[src/rtl/delay_chain.sv]
// delay_chain: delays a data word and its valid flag by DEL_CYC_LEN enabled
// clock cycles. The delay only counts edges where clk_en is high.
// DEL_CYC_LEN = 0 turns the block into a plain wire from inputs to outputs.
// Reset is synchronous and active-low. It always clears the valid stages.
// Optional macro DELAY_CHAIN_DATA_RST_EN: when defined, reset also clears the
// data stages to zero. When undefined, the data stages have no reset, so
// synthesis is free to map them onto shift-register primitives.
module delay_chain #(
    parameter int IN_WORD_WDT = 8,
    parameter int DEL_CYC_LEN = 1
) (
    input  logic                   clk,
    input  logic                   rst_n,
    input  logic                   clk_en,
    input  logic [IN_WORD_WDT-1:0] in_word,
    input  logic                   in_word_val,
    output logic [IN_WORD_WDT-1:0] in_word_del,
    output logic                   in_word_val_del
);

    generate
        if (DEL_CYC_LEN == 0) begin : g_bypass

            // Zero delay: both outputs follow their inputs combinationally.
            assign in_word_del     = in_word;
            assign in_word_val_del = in_word_val;

        end else begin : g_chain

            logic [IN_WORD_WDT-1:0] data_q [DEL_CYC_LEN];
            logic [DEL_CYC_LEN-1:0] val_q;

            // Valid chain: reset clears it whatever clk_en is; otherwise it
            // shifts on enabled edges.
            // NOTE: sequential state uses non-blocking assignments. Every stage
            // then samples its predecessor's value from before the edge, which
            // is what makes this a true shift register.
            always_ff @(posedge clk) begin
                if (!rst_n) begin
                    val_q <= '0;
                end else if (clk_en) begin
                    val_q[0] <= in_word_val;
                    for (int k = 1; k < DEL_CYC_LEN; k++) begin
                        val_q[k] <= val_q[k-1];
                    end
                end
            end

`ifdef DELAY_CHAIN_DATA_RST_EN
            // Data chain with reset: clears to zero, otherwise shifts on
            // enabled edges. Invalid words are carried through unchanged.
            always_ff @(posedge clk) begin
                if (!rst_n) begin
                    for (int k = 0; k < DEL_CYC_LEN; k++) begin
                        data_q[k] <= '0;
                    end
                end else if (clk_en) begin
                    data_q[0] <= in_word;
                    for (int k = 1; k < DEL_CYC_LEN; k++) begin
                        data_q[k] <= data_q[k-1];
                    end
                end
            end
`else
            // Data chain without reset: shifts on enabled edges. Invalid words
            // are carried through unchanged.
            // NOTE: the data storage is deliberately left unreset. A reset
            // input would stop it mapping to a shift-register primitive, and
            // the valid chain already marks stale words as invalid.
            always_ff @(posedge clk) begin
                if (clk_en) begin
                    data_q[0] <= in_word;
                    for (int k = 1; k < DEL_CYC_LEN; k++) begin
                        data_q[k] <= data_q[k-1];
                    end
                end
            end
`endif

            // The last stage drives the outputs, so they are registered.
            assign in_word_del     = data_q[DEL_CYC_LEN-1];
            assign in_word_val_del = val_q[DEL_CYC_LEN-1];

        end
    endgenerate

endmodule

[config.mk]
export PLATFORM = sky130hd
export DESIGN_NAME = delay_chain
export DESIGN_NICKNAME = d
export VERILOG_FILES = /design/src/rtl/delay_chain.sv
export SDC_FILE = /design/constraint.sdc
export NUM_CORES = 1
export LEC_CHECK = 0
export BUFFER_PORTS_ARGS = -buffer_cell sky130_fd_sc_hd__buf_4
export CAP_MARGIN = 20
export CELL_PAD_IN_SITES_DETAIL_PLACEMENT = 1
export CELL_PAD_IN_SITES_GLOBAL_PLACEMENT = 1
export CORE_AREA = 2 2 39 41
export DETAILED_ROUTE_END_ITERATION = 10
export DIE_AREA = 0 0 41 43
export HOLD_SLACK_MARGIN = 0.15
export PLACE_DENSITY_LB_ADDON = 0.1
export SLEW_MARGIN = 20
export SYNTH_ARGS = -nofsm -noshare
export SYNTH_HDL_FRONTEND = slang
export SYNTH_SLANG_ARGS = --single-unit
[constraint.sdc]
create_clock -name clk -period 1.2 [get_ports clk]
set_input_delay 0.18 -clock clk [delete_from_list [all_inputs] [get_ports clk]]
set_output_delay 0.18 -clock clk [all_outputs]
set_load 0.01 [all_outputs]
==> impl_metrics.json <==
{
  "switching_share_pct": 19.5,
  "synthTopCellsByCount": "edfxtp_1 (8), dfxtp_1 (1), mux2i_1 (1), nor2b_1 (1)",
  "antenna_found_initial": 0,
  "cts_buffers": 3,
  "cp-start-kind": "flip-flop",
  "worstSetupEndpoint": "in_word_del[4]",
  "slew_headroom_pct": 91.7,
  "crit_fanout": 1,
  "p_int_uw": 565,
  "clk_pin_slew_worst_paths_ns": 0.06,
  "pwr_density_cell_nw_per_um2": 1250,
  "yosysWarnings": 0,
  "h-tree-depth": 1,
  "maxCapViolCount": 0,
  "cts_tree": "yes",
  "p_comb_share_pct": 14.9,
  "wl_met2_um": 338,
  "critPathTopFamily": "flip-flops",
  "dominantRegCellSynth": "edfxtp_1",
  "syn_nets": 23,
  "fillers": 159,
  "max_freq_mhz": 1050,
  "clk_latency_ns": 0.25,
  "endpoint_kind": "output port",
  "worstHoldPathType": "primary input to flip-flop",
  "top_layer": "met4",
  "first_iter_violations": 1,
  "reg2reg_from": "in_word_val_del$_SDFFE_PN0P_",
  "yosysTopAreaCell": "edfxtp_1",
  "start_util_pct": 20.0,
  "power_frac_clock_pct": 31.8,
  "yosys.area.top_type_share_pct": 86.9,
  "netlist_area_um2": 277,
  "die_h_um": 43,
  "fin_nets": 57,
  "seqPwrFrac_pct": 53.3,
  "rows": 14,
  "routed_via_density": 3.62,
  "multi_input_area_um2": 16.3,
  "synth.most_common_cell": "edfxtp_1",
  "gr-total-overflow": 0,
  "clock_path_buffers": 2,
  "place.gp.congestion": 0.558,
  "fin_crit_sh_pct": 79.5,
  "ys_ff_latch": 9,
  "clkSinkCount": 9,
  "place_ws_ns": 0.482,
  "r2r_setup_slack_ns": 0.60,
  "final_cells": 60,
  "grt_max_degree": 10,
  "path_cells": "buf_4",
  "reg2reg_to": "in_word_val_del$_SDFFE_PN0P_",
  "cp.required_ns": 1.02,
  "placed_cells": 47,
  "async_flop_share_pct": 0,
  "finalCriticalPeriod_ns": 0.954,
  "avgRoutedWirePerCell_um": 9.72,
  "ir_drop_mv": 0.656,
  "crit_type": "flip-flop to output port",
  "hold_viol_final": 0,
  "track_usage_pct": 8.86,
  "worst_slew_pin_slew_ns": 0.121,
  "area_delta_synth_final_pct": 104,
  "reg2regPathDepth": 2,
  "core-area_um2": 1380,
  "antennaDiodeCount": 0,
  "syn_avg_cell_area_um2": 25.1,
  "setup_ws_ns": 0.246,
  "synth_area_leaders": "edfxtp_1 (87%), dfxtp_1 (7.2%), mux2i_1 (3.6%)",
  "cp.arrival_ns": 0.77,
  "route.met3.wl_um": 44,
  "worst-path-stages": 1,
  "fin_tns_setup_ns": 0,
  "ys_types": 4,
  "setup_violations": 0,
  "wirelength_met1_um": 196,
  "max_stage_delay_ns": 0.37,
  "first_pass_iters": 3,
  "wirelength_um": 583,
  "final_layout_size_suffix_gt1_share_pct": 52.3,
  "grt_pass1_vias": 252,
  "path_buf_inv": 1,
  "setup.worst_path.start": "g_chain.data_q[0][4]$_DFFE_PP_",
  "die_area_um2": 1760,
  "p_leak_uw": 0.000243,
  "outcome": "complete, no violations",
  "die_x_um": 41,
  "fin_skew_ns": 0,
  "numPortBuffers": 20,
  "power.switching_uw": 137,
  "cts_root_buffer": "clkbuf_4",
  "drc": 0,
  "synth_cells": 11,
  "rsz0062_at_grt": "false",
  "seqCellArea_um2": 260,
  "synth_edf_count": 8,
  "num_vias": 217,
  "ant_nets": 0,
  "final_max_slew_viol_count": 0,
  "io_pins": 21,
  "grt_pass1_wl_um": 959,
  "yosysSeqAreaShare_pct": 94.1,
  "cp_slowest_cell": "edfxtp_1",
  "p_total_uw": 702
}
-- timing repair --
action | CTS | global route
hold buffers | 9 | 0
setup buffers | 0 | 0
gates resized for setup | 0 | 0
endpoints found under the hold margin | 9 | 0
-- power groups by stage --
stage | Clock (uW) | Sequential [uW] | Combinational [uW]
final | 223 | 374 | 105
after global routing | 257 | 377 | 114
after CTS | 235 | 375 | 106
after detailed placement | 0 | 382 | 83.3
after global placement | 0 | 380 | 82.1
after floorplan | 0 | 394 | 3.31
-- cell type report --
type                    instances  share of cell area [%]
well taps                      16                    3.56
repair buffers                 29                    42.7
clock buffers                   4                    4.67
multi-input cells               2                    2.89
flip-flops and latches          9                    46.2
-- state kept, by name, indices dropped and copies added (netlist names) --
register	count
g_chain.data_q	8
in_word_val_del	1
-- layout by cell type, fill, tap and decap left out --
| master | Yosys | final |
|---|---|---|
| nor2b_1 | 1 | 1 |
| edfxtp_1 | 8 | 8 |
| clkbuf_4 | 0 | 3 |
| dlygate4sd3_1 | 0 | 9 |
| buf_4 | 0 | 20 |
| clkbuf_1 | 0 | 1 |
| dfxtp_1 | 1 | 1 |
| mux2i_1 | 1 | 1 |
-- stage by stage --
step / hold slack [ns] / area, um^2 / util, %
2_1_floorplan: 0.279 / 277 / -
3_3_place_gp: 0.359 / 447 / 32.3
3_5_place_dp: 0.360 / 447 / 32.3
4_1_cts: 0.193 / 563 / 40.7
5_1_grt: 0.213 / 563 / 40.7
6_report: 0.194 / 563 / 40.7
-- logic make-up (layout without fill, tap and decap cells) --
kind of cell,count (synthesis),count (layout),share of synthesized area (%)
AND/OR/NAND/NOR,1,1,2.26
multiplexers,1,1,3.62
flip-flops,9,9,94.1
buffers and inverters,0,33,0
-- how the worst min path moves through the flow --
stage	start	end	slack, ns	cells past startpoint
floorplan	in_word[0]	g_chain.data_q[0][0]$_DFFE_PP_	0.28	0
global placement	in_word[1]	g_chain.data_q[0][1]$_DFFE_PP_	0.36	1
detailed placement	in_word[5]	g_chain.data_q[0][5]$_DFFE_PP_	0.36	1
CTS	in_word_val	in_word_val_del$_SDFFE_PN0P_	0.19	3
global route	clk_en	g_chain.data_q[0][1]$_DFFE_PP_	0.21	1
finish	in_word_val	in_word_val_del$_SDFFE_PN0P_	0.19	3
-- layer usage --
metal / track usage [%] / vias to the layer above
li1: - / 108
met5: 0 / -
met2: 14.1 / 11
met4: 6.00 / 0
met1: 8.08 / 96
met3: 4.71 / 2
Note: power is estimated with default switching activity, not from simulation.
